===== src/rtl/oam_dma.sv =====
// Sprite DMA engine: a CPU write to the trigger address halts the CPU and copies
// one 256-byte page from CPU memory into PPU OAM, one read/write pair per byte.
module oam_dma #(
  parameter logic [15:0] DMA_TRIG_ADDR = 16'h4014,
  parameter logic [2:0]  OAMDATA_SEL   = 3'h4
) (
  input  logic        clk,
  input  logic        rst_n,
  input  logic        cpu_cycle_en,
  input  logic [15:0] cpu_addr,
  input  logic        cpu_we,
  input  logic [7:0]  cpu_data,
  input  logic [7:0]  mem_data_in,
  output logic        cpu_stall,
  output logic        dma_busy,
  output logic [15:0] dma_addr,
  output logic        dma_mem_rd,
  output logic [2:0]  ppu_address,
  output logic [7:0]  ppu_data,
  output logic        ppu_rw,
  output logic        ppu_cs_n
);

  typedef enum logic [2:0] {
    S_IDLE  = 3'd0,
    S_HALT  = 3'd1,
    S_ALIGN = 3'd2,
    S_READ  = 3'd3,
    S_WRITE = 3'd4
  } state_e;

  state_e      state_q, state_d;
  logic        parity_q, parity_d;
  logic [7:0]  page_q, page_d;
  logic [7:0]  idx_q, idx_d;
  logic [7:0]  buf_q, buf_d;

  logic        stall_q, stall_d;
  logic        busy_q, busy_d;
  logic        mem_rd_q, mem_rd_d;
  logic [15:0] addr_q, addr_d;
  logic        cs_n_q, cs_n_d;
  logic        rw_q, rw_d;
  logic [2:0]  ppu_sel_q, ppu_sel_d;
  logic [7:0]  ppu_dat_q, ppu_dat_d;

  logic        trig_hit;

  assign trig_hit = cpu_we && (cpu_addr == DMA_TRIG_ADDR);

  // Sequencing: everything, including the parity flop, moves only on CPU-cycle pulses.
  always_comb begin
    state_d  = state_q;
    parity_d = parity_q;
    page_d   = page_q;
    idx_d    = idx_q;
    buf_d    = buf_q;
    if (cpu_cycle_en) begin
      parity_d = ~parity_q;
      case (state_q)
        S_IDLE: begin
          if (trig_hit) begin
            page_d  = cpu_data;
            idx_d   = 8'h00;
            state_d = S_HALT;
          end
        end
        S_HALT:  state_d = parity_d ? S_ALIGN : S_READ;
        S_ALIGN: state_d = S_READ;
        S_READ: begin
          buf_d   = mem_data_in;
          state_d = S_WRITE;
        end
        S_WRITE: begin
          if (idx_q == 8'hFF) begin
            state_d = S_IDLE;
          end else begin
            idx_d   = idx_q + 8'h01;
            state_d = S_READ;
          end
        end
        default: state_d = S_IDLE;
      endcase
    end
  end

  // Outputs are decoded from the next state so they register in step with it.
  always_comb begin
    stall_d   = (state_d != S_IDLE);
    busy_d    = (state_d != S_IDLE);
    mem_rd_d  = (state_d == S_READ);
    addr_d    = (state_d == S_READ) ? {page_d, idx_d} : 16'h0000;
    cs_n_d    = (state_d != S_WRITE);
    rw_d      = (state_d == S_WRITE);
    ppu_sel_d = ppu_sel_q;
    ppu_dat_d = ppu_dat_q;
    if (state_d == S_WRITE) begin
      ppu_sel_d = OAMDATA_SEL;
      ppu_dat_d = buf_d;
    end
  end

  always_ff @(posedge clk or negedge rst_n) begin
    if (!rst_n) begin
      state_q   <= S_IDLE;
      parity_q  <= 1'b0;
      page_q    <= 8'h00;
      idx_q     <= 8'h00;
      buf_q     <= 8'h00;
      stall_q   <= 1'b0;
      busy_q    <= 1'b0;
      mem_rd_q  <= 1'b0;
      addr_q    <= 16'h0000;
      cs_n_q    <= 1'b1;
      rw_q      <= 1'b0;
      ppu_sel_q <= 3'h0;
      ppu_dat_q <= 8'h00;
    end else begin
      state_q   <= state_d;
      parity_q  <= parity_d;
      page_q    <= page_d;
      idx_q     <= idx_d;
      buf_q     <= buf_d;
      stall_q   <= stall_d;
      busy_q    <= busy_d;
      mem_rd_q  <= mem_rd_d;
      addr_q    <= addr_d;
      cs_n_q    <= cs_n_d;
      rw_q      <= rw_d;
      ppu_sel_q <= ppu_sel_d;
      ppu_dat_q <= ppu_dat_d;
    end
  end

  assign cpu_stall   = stall_q;
  assign dma_busy    = busy_q;
  assign dma_mem_rd  = mem_rd_q;
  assign dma_addr    = addr_q;
  assign ppu_cs_n    = cs_n_q;
  assign ppu_rw      = rw_q;
  assign ppu_address = ppu_sel_q;
  assign ppu_data    = ppu_dat_q;

endmodule


===== config.mk =====
export PLATFORM = sky130hd
export DESIGN_NAME = oam_dma
export DESIGN_NICKNAME = d
export VERILOG_FILES = /design/src/rtl/oam_dma.sv
export SDC_FILE = /design/constraint.sdc
export NUM_CORES = 1
export LEC_CHECK = 0
export CORE_ASPECT_RATIO = 0.5
export CORE_MARGIN = 2
export CORE_UTILIZATION = 48
export DETAILED_ROUTE_END_ITERATION = 8
export PLACE_DENSITY = 0.8
export SYNTH_ARGS = -nofsm -noshare
export SYNTH_HDL_FRONTEND = slang
export SYNTH_SLANG_ARGS = --single-unit

===== constraint.sdc =====
create_clock -name clk -period 2.8 [get_ports clk]
set_clock_uncertainty 0.1 [all_clocks]
set_input_delay 0.42 -clock clk [delete_from_list [all_inputs] [get_ports clk]]
set_output_delay 0.42 -clock clk [all_outputs]
set_load 0.05 [all_outputs]

; After elaboration in Yosys (flattened, before gate mapping)
; Cells that the tools add are included.
; W data, S select, Z words.
[totals]
word_cells = 41
n_memories = 0
latchBits = 0
output_inout_bits = 32
ramBits = 0
reg_bits = 57
mem_bits_ro = 0
[op_classes]
addsub = 1
n_bitwise = 1
eq_ne = 9
mux = 15
shift = 0
magnitude_cmp = 0
mul = 0
reduce_logical = 3
div = 0
[ops]
columns = cell, n
row1 = $mux W8, 8
row2 = $eq A16 B15 Y1 const B, 1
row3 = $mux W16, 1
row4 = $pmux W8 S2, 1
row5 = $pmux W3 S5, 1
row6 = $eq A3 B2 Y1 const B, 3
row7 = $add A8 B1 Y8 const B, 1
row8 = $eq A8 B8 Y1 const B, 1
row9 = $eq A3 B3 Y1 const B, 2
row10 = $mux W3, 2
row11 = $eq A3 B1 Y1 const B, 1
row12 = $logic_not A3 Y1, 1
row13 = $ne A3 B3 Y1 const B, 1
row14 = $reduce_bool A3 Y1, 1
row15 = $mux W2, 1
row16 = $logic_and A1 B1 Y1, 1
row17 = $mux W1, 1
row18 = $not A1 Y1, 1

; Depth between registers and ports, before layout
; Gate-level depths: netlist of the first run.
[depth]
depth_word = 7
depth_mapped = 9

; Worst setup path after synthesis of the first run
; OpenSTA, ideal clock, no wires.
[synth_path]
path_kind = in2reg
startpoint = in cpu_addr[8]
endpoint = reg page_q[0]
t_arrival_ns = 1.736
required_ns = 2.575
setup_time_ns = 0.125
cell_stages = 4
setup_slack_ns = 0.839
cell_sequence = nor4b_2 > nand3_1 > nor4_4 > mux2_4
[synth_via]
elab_chain_cells = 5
[synth_lines]
columns = item, line
row1 = "start, declared", 10  ; input logic [15:0] cpu_addr,
row2 = $eq A16 B15 Y1, 49  ; assign trig_hit = cpu_we && (cpu_addr == DMA_TRIG_ADDR);
row3 = $logic_and A1 B1 Y1, 49
row4 = $mux W8, 62  ; if (trig_hit) begin
row5 = $mux W8, 60  ; case (state_q)
row6 = $mux W8, 58  ; if (cpu_cycle_en) begin
row7 = named net page_d[0], 34  ; logic [7:0] page_q, page_d;
row8 = "end signal, assigned", 121  ; page_q <= page_d;
row9 = "end, declared", 34
; The timed path passes the listed nets, and every way through them passes these cells.
; A chain may end at the register's enable or synchronous reset.

; Worst setup path in the final report of the first run
[layout_path]
startpoint = in cpu_cycle_en
endpoint = reg addr_q[4] (netlist: dma_addr[4])
[layout_via]
elab_chain_cells = 3
[layout_lines]
columns = item, line
row1 = "start, declared", 9  ; input logic cpu_cycle_en,
row2 = $mux W3, 58
row3 = $eq A3 B2 Y1, 92  ; addr_d = (state_d == S_READ) ? {page_d, idx_d} : 16'h0000;
row4 = $mux W16 *, 92
row5 = named net addr_d[4], 41  ; logic [15:0] addr_q, addr_d;
row6 = "end signal, assigned", 127  ; addr_q <= addr_d;
row7 = "end, declared", 41
; Mark *: on every way through the listed nets, which the timed path passes. The rest lies on a longest branch.

==> results of run 1 <==
report_power, final:
| part | internal, W | switching [W] | total (W) |
|---|---|---|---|
| Sequential | 0.00103 | 0.000146 | 0.00117 |
| Combinational | 0.000492 | 0.000688 | 0.00118 |
| Clock | 0.000349 | 0.000334 | 0.000683 |
| Total | 0.00187 | 0.00117 | 0.00304 |
path summary, 6_finish.rpt:
kind / cells past startpoint / to / start / slack (ns)
worst max register to register: 6 / dma_busy$_DFF_PN0_ / idx_q[0]$_DFF_PN0_ / 0.53
max in group asynchronous: 2 / dma_addr[6]$_DFF_PN0_ / rst_n / 2.03
min in group clk: 1 / parity_q$_DFFE_PN0P_ / parity_q$_DFFE_PN0P_ / 0.37
worst min register to register: 1 / parity_q$_DFFE_PN0P_ / parity_q$_DFFE_PN0P_ / 0.37
worst max-delay path: 7 / dma_addr[4]$_DFF_PN0_ / cpu_cycle_en / 0.51
worst min-delay path: 2 / buf_q[3]$_DFF_PN0_ / rst_n / 0.10
layout by cell type, fill, tap and decap left out, types with 3 or more instances in the layout:
cell,Yosys,routed
nand3_1,5,5
buf_4,5,5
o22a_1,3,3
a21oi_1,5,5
nand2_1,7,7
a21o_1,3,3
o21ai_0,5,5
clkbuf_8,0,10
and3_1,11,11
clkdlybuf4s50_1,0,64
nor3_1,3,3
clkinvlp_4,0,3
mux2_2,16,16
and2_1,9,9
nand4_1,3,3
dfrtp_1,56,56
mux2_4,8,8
nor2_1,8,8
area by class of cell:
| type | instances | area (sq um) |
|---|---|---|
| multi-input cells | 118 | 947 |
| clock inverters | 5 | 40.0 |
| well taps | 70 | 87.6 |
| inverters | 3 | 11.3 |
| repair buffers | 70 | 683 |
| flip-flops and latches | 57 | 1430 |
| fillers | 344 | 1590 |
| clock buffers | 11 | 141 |
registers in the layout, summed over array words and instances, names as in the netlist:
register,count
buf_q,8
dma_addr,16
dma_busy,1
dma_mem_rd,1
idx_q,8
page_q,8
parity_q,1
ppu_address,1
ppu_cs_n,1
ppu_data,8
ppu_rw,1
state_q,3
per-layer routing:
metal  share of wire (%)  track usage, %  vias to the layer above  wire length (um)
met5                   0               0                        -                 0
met4                 1.6            8.22                        0                82
met3                 5.1            8.45                        9               257
met2                  51            31.7                       41              2580
met1                  42            22.8                      850              2090
li1                    -               -                      811                 -
per-stage QoR:
stage	setup slack (ns)	util (%)	hold slack, ns
3_3_place_gp	0.297	64.0	0.361
2_1_floorplan	0.839	-	0.0244
3_5_place_dp	0.199	64.0	0.355
5_1_grt	0.421	67.7	0.168
6_report	0.508	67.7	0.101
4_1_cts	0.526	67.7	0.118
cell families after synthesis:
group           share of synthesized area (%)
xor+xnor                                0.710
compound gates                           8.36
mux                                      12.6
fa+ha+maj                               0.507
simple gates                             15.9
other cells                             0.152
flops                                    57.8
buf+inv                                  3.95
==> flow_metrics.env, run 1 <==
export IMPL_cp_arrival_ns=2.46
export IMPL_final_nets=296
export IMPL_worstPathRequired_ns=2.97
export IMPL_cts_hold_buffers=0
export IMPL_clock_fmax_ghz=0.436
export IMPL_seq_area_frac_synth_pct=57.8
export IMPL_slew_headroom_pct=54.0
export IMPL_worst_pin_slew_ns=0.690
export IMPL_total_power_w=0.00304
export IMPL_cts_resized=0
export IMPL_worstPathMaxFanout=11
export IMPL_leakagePower_nw=1.46
export IMPL_yosys_top_cells_area="dfrtp_1 (57%), mux2_2 (7.3%), mux2_4 (4.9%), and3_1 (2.8%), and2_1 (2.3%)"
export IMPL_yosysTopAreaCell="dfrtp_1"
export IMPL_dieArea_sq_um=5770
export IMPL_cp_top_family="buffers and inverters"
export IMPL_setup_viol=0
export IMPL_synth_cell_types=46
export IMPL_grt_pass1_vias=1707
export IMPL_critical_path_class="input pin to register"
export IMPL_dp_cells=318
export IMPL_path_clk_slew_ns=0.07
export IMPL_rsz0062_at_grt="false"
export IMPL_synthFlopType="dfrtp_1"
export IMPL_cts_inserted_buffers=9
export IMPL_post_drt_wl_per_cell_um=15.0
export IMPL_dr_pass1_iters=4
export IMPL_cp_start_kind="input pin"
export IMPL_cpMaxStageDelayCell="clkdlybuf4s50_1"
export IMPL_drc_errors=0
export IMPL_cts_tree="done"
export IMPL_async_flop_share_pct=100
export IMPL_crit_path_max_incr_delay_ns=0.76
export IMPL_yosysMostFrequentCell="dfrtp_1"
export IMPL_grt_pass1_wl_um=8130
export IMPL_min_path_type="input pin to async pin"
export IMPL_fin_area_sq_um=3340
export IMPL_irDropWorstVdd_v=0.000674
export IMPL_ys_warn_count=0
export IMPL_io_pins=68
export IMPL_die_x_um=105
export IMPL_port_buffers=65
export IMPL_core_rowCount=18
export IMPL_slew_violations=0
export IMPL_end_kind="register"
export IMPL_power_density_nw_per_um2=909
export IMPL_wirelength_um=5010
export IMPL_post_route_min_period_ns=2.29
export IMPL_drv_cap=0
export IMPL_cpMostUsedCell="and2_1"
export IMPL_grt_max_degree=58
export IMPL_synthCells=188
export IMPL_via_per_inst=5.12
export IMPL_clock_tree_root_cell="clkbuf_8"
export IMPL_ant_nets=0
export IMPL_synth_edff_count=0
export IMPL_fin_cells=334
export IMPL_die_h_um=54.7
export IMPL_tns_ns=0
export IMPL_drive_gt1_share_pct=20.8
export IMPL_gp_congestion=0.859
export IMPL_syn_area_sq_um=2470
export IMPL_hold_viol_final=0
export IMPL_ctsHtreeMaxLevel=3
export IMPL_synth_area_per_cell_sq_um=13.1
export IMPL_status="finished clean"
export IMPL_post_route_period_util_pct=81.8
export IMPL_clkLatencyLatePin_ns=0.34
export IMPL_globalRouteTotalUtil_pct=19.3
export IMPL_synth_commonest_cells="dfrtp_1 (56), mux2_2 (16), and3_1 (11)"
export IMPL_antenna_found_initial=0
export IMPL_ctsLongestPathBuffers=2
export IMPL_drt_iter0_drc=95
export IMPL_post_cts_setup_buffers=0
export IMPL_vias=1711
export IMPL_initial_utilization_pct=50.1
export IMPL_dpl_cell_area_sq_um=3160
export IMPL_yosysTopAreaCellShare_pct=56.8
export IMPL_cp_cell_sequence="clkdlybuf4s50_1, nand4bb_4, a21oi_4, a221o_1, buf_4, and2_1, and2_1"
export IMPL_overflow=0
export IMPL_ys_ff_latch=57
export IMPL_hpwlAfterDp_um=3540
export IMPL_antenna_cells=0
export IMPL_coreArea_sq_um=4930
export IMPL_cts_sinks=57
export IMPL_syn_to_final_growth_pct=35.2
export IMPL_path_buf_inv=2
Note: power is estimated with default switching activity, not from simulation.
==> run 2: changes to the inputs <==
==> constraint.sdc (replaced) <==
create_clock -name clk -period 2.3 [get_ports clk]
set_clock_uncertainty 0.1 [all_clocks]
set_input_delay 0.345 -clock clk [delete_from_list [all_inputs] [get_ports clk]]
set_output_delay 0.345 -clock clk [all_outputs]
set_load 0.05 [all_outputs]
==> run 2 against run 1 <==
  * Die area stayed put
  * Setup slack got worse by 0.41 ns
  * Via count increased by 3.0%
  * Power is 32% higher
  * Wire length grew 2.9%
  * Core utilization increased by 2.6 points
  * Sequential power increased by 22%
  * Cell area increased by 3.9%
  * Critical endpoint is now dma_busy$_DFF_PN0_
  * Largest cell class unchanged
  * Highest routed layer unchanged
==> flow_metrics.env, run 2 (synthesis results as in run 1) <==
export IMPL_status="finished clean"
export IMPL_ctsLongestPathBuffers=2
export IMPL_coreArea_sq_um=4930
export IMPL_clkLatencyLatePin_ns=0.33
export IMPL_cp_start_kind="register"
export IMPL_dieArea_sq_um=5770
export IMPL_setup_viol=0
export IMPL_n_fill_cell=339
export IMPL_min_path_type="register to register"
export IMPL_drive_gt1_share_pct=22.5
export IMPL_port_buffers=65
export IMPL_post_route_period_util_pct=95.8
export IMPL_vias=1762
export IMPL_antenna_found_initial=0
export IMPL_hold_ws_ns=0.372
export IMPL_io_pins=68
export IMPL_globalRouteTotalUtil_pct=19.9
export IMPL_pre_cts_ws_ns=-0.0501
export IMPL_grt_max_degree=25
export IMPL_leakagePower_nw=1.53
export IMPL_die_x_um=105
export IMPL_ctsHtreeMaxLevel=3
export IMPL_cts_resized=0
export IMPL_rsz0062_at_grt="false"
export IMPL_cts_inserted_buffers=9
export IMPL_cts_sinks=57
export IMPL_core_rowCount=18
export IMPL_ant_nets=0
export IMPL_clock_fmax_ghz=0.454
export IMPL_layout_commonest_cell="clkdlybuf4s50_1"
export IMPL_final_nets=303
export IMPL_drc_errors=0
export IMPL_largest_register_ffs=16
export IMPL_fin_area_sq_um=3470
export IMPL_path_clk_slew_ns=0.06
export IMPL_drt_iter0_drc=104
export IMPL_cts_tree="done"
export IMPL_drv_cap=0
export IMPL_slew_headroom_pct=65.3
export IMPL_clock_tree_root_cell="clkbuf_8"
export IMPL_slew_violations=0
export IMPL_post_cts_setup_buffers=0
export IMPL_post_drt_wl_per_cell_um=15.1
export IMPL_fin_ws_ns=0.0960
export IMPL_dpl_cell_area_sq_um=3210
export IMPL_power_density_nw_per_um2=1150
export IMPL_total_power_w=0.00400
export IMPL_die_h_um=54.7
export IMPL_final_cell_mix="clkdlybuf4s50_1 (64), dfrtp_1 (56), mux2_2 (16)"
export IMPL_initial_utilization_pct=50.1
export IMPL_critical_path_class="register to register"
export IMPL_dr_pass1_iters=4
export IMPL_worstPathMaxFanout=7
export IMPL_grt_pass1_vias=1824
export IMPL_hold_viol_final=0
export IMPL_gp_congestion=0.847
export IMPL_worst_pin_slew_ns=0.519
export IMPL_hpwlAfterDp_um=3840
export IMPL_post_route_min_period_ns=2.20
export IMPL_cp_arrival_ns=2.30
export IMPL_overflow=0
export IMPL_wirelength_um=5150
export IMPL_worstPathRequired_ns=2.40
export IMPL_via_per_inst=5.17
export IMPL_syn_to_final_growth_pct=40.5
export IMPL_grt_pass1_wl_um=8480
export IMPL_end_kind="register"
export IMPL_irDropWorstVdd_v=0.000724
export IMPL_antenna_cells=0
[run 2: cell types whose count changed in the layout (fill, tap and decap cells not counted)]
cell / delta
clkinv_2: +1
clkinvlp_4: -2
clkinv_4: -1
buf_12: +1
inv_6: -1
bufinv_16: +3
buf_4: +5
dlygate4sd3_1: +1
[run 2: timing repair]
action,in CTS,in global routing
hold endpoints to repair,21,0
endpoints found under the setup margin,0,0
hold buffers,1,0
[run 2: path summary, 6_finish.rpt]
kind / slack [ns] / end / depth (start not counted) / from
worst min register to register: 0.37 / ppu_address[2]$_DFFE_PN0N_ / 1 / ppu_address[2]$_DFFE_PN0N_
worst max register to register: 0.1 / dma_busy$_DFF_PN0_ / 6 / idx_q[1]$_DFF_PN0_
max in group asynchronous: 1.05 / dma_addr[2]$_DFF_PN0_ / 3 / rst_n
worst max-delay path: 0.1 / dma_busy$_DFF_PN0_ / 6 / idx_q[1]$_DFF_PN0_
min in group asynchronous: 0.42 / ppu_data[4]$_DFFE_PN0N_ / 2 / rst_n
worst min-delay path: 0.37 / ppu_address[2]$_DFFE_PN0N_ / 1 / ppu_address[2]$_DFFE_PN0N_
[run 2: area by class of cell]
type	count	area (sq um)	area share [%]
clock buffers	11	141	4.08
clock inverters	5	103	2.96
inverters	3	11.3	0.325
multi-input cells	118	947	27.3
flip-flops and latches	57	1430	41.2
well taps	70	87.6	2.53
repair buffers	77	751	21.6
[run 2: power by group]
group          switching [W]  internal, W
Sequential          0.000181      0.00125
Clock               0.000376     0.000747
Combinational       0.000828     0.000617
Total                0.00139      0.00261
[run 2: through the flow]
| step | setup TNS [ns] | cells | utilization (%) |
|---|---|---|---|
| after CTS | 0 | 341 | 70.3 |
| after floorplan | 0 | 189 | - |
| after global routing | 0 | 341 | 70.3 |
| after global placement | 0 | 324 | 65.2 |
| final | 0 | 341 | 70.3 |
| after detailed placement | -0.466 | 324 | 65.2 |
[run 2: critical path: stages (launching register included)]
cell and delay [ns]:
dfrtp_1 0.41, ha_1 0.24, and3_1 0.36, a21oi_4 0.10, a221o_1 0.29, or2_1 0.22
or3_1 0.35
[run 2: per-layer routing]
metal / GRT usage (%) / routed length, um / vias up / part of all wire [%]
met2: 35.4 / 2750 / 58 / 53
met5: 0 / 0 / - / 0
met4: 8.44 / 46 / 0 / 0.89
met1: 22.7 / 2110 / 873 / 41
li1: - / - / 825 / -
met3: 7.14 / 245 / 6 / 4.8
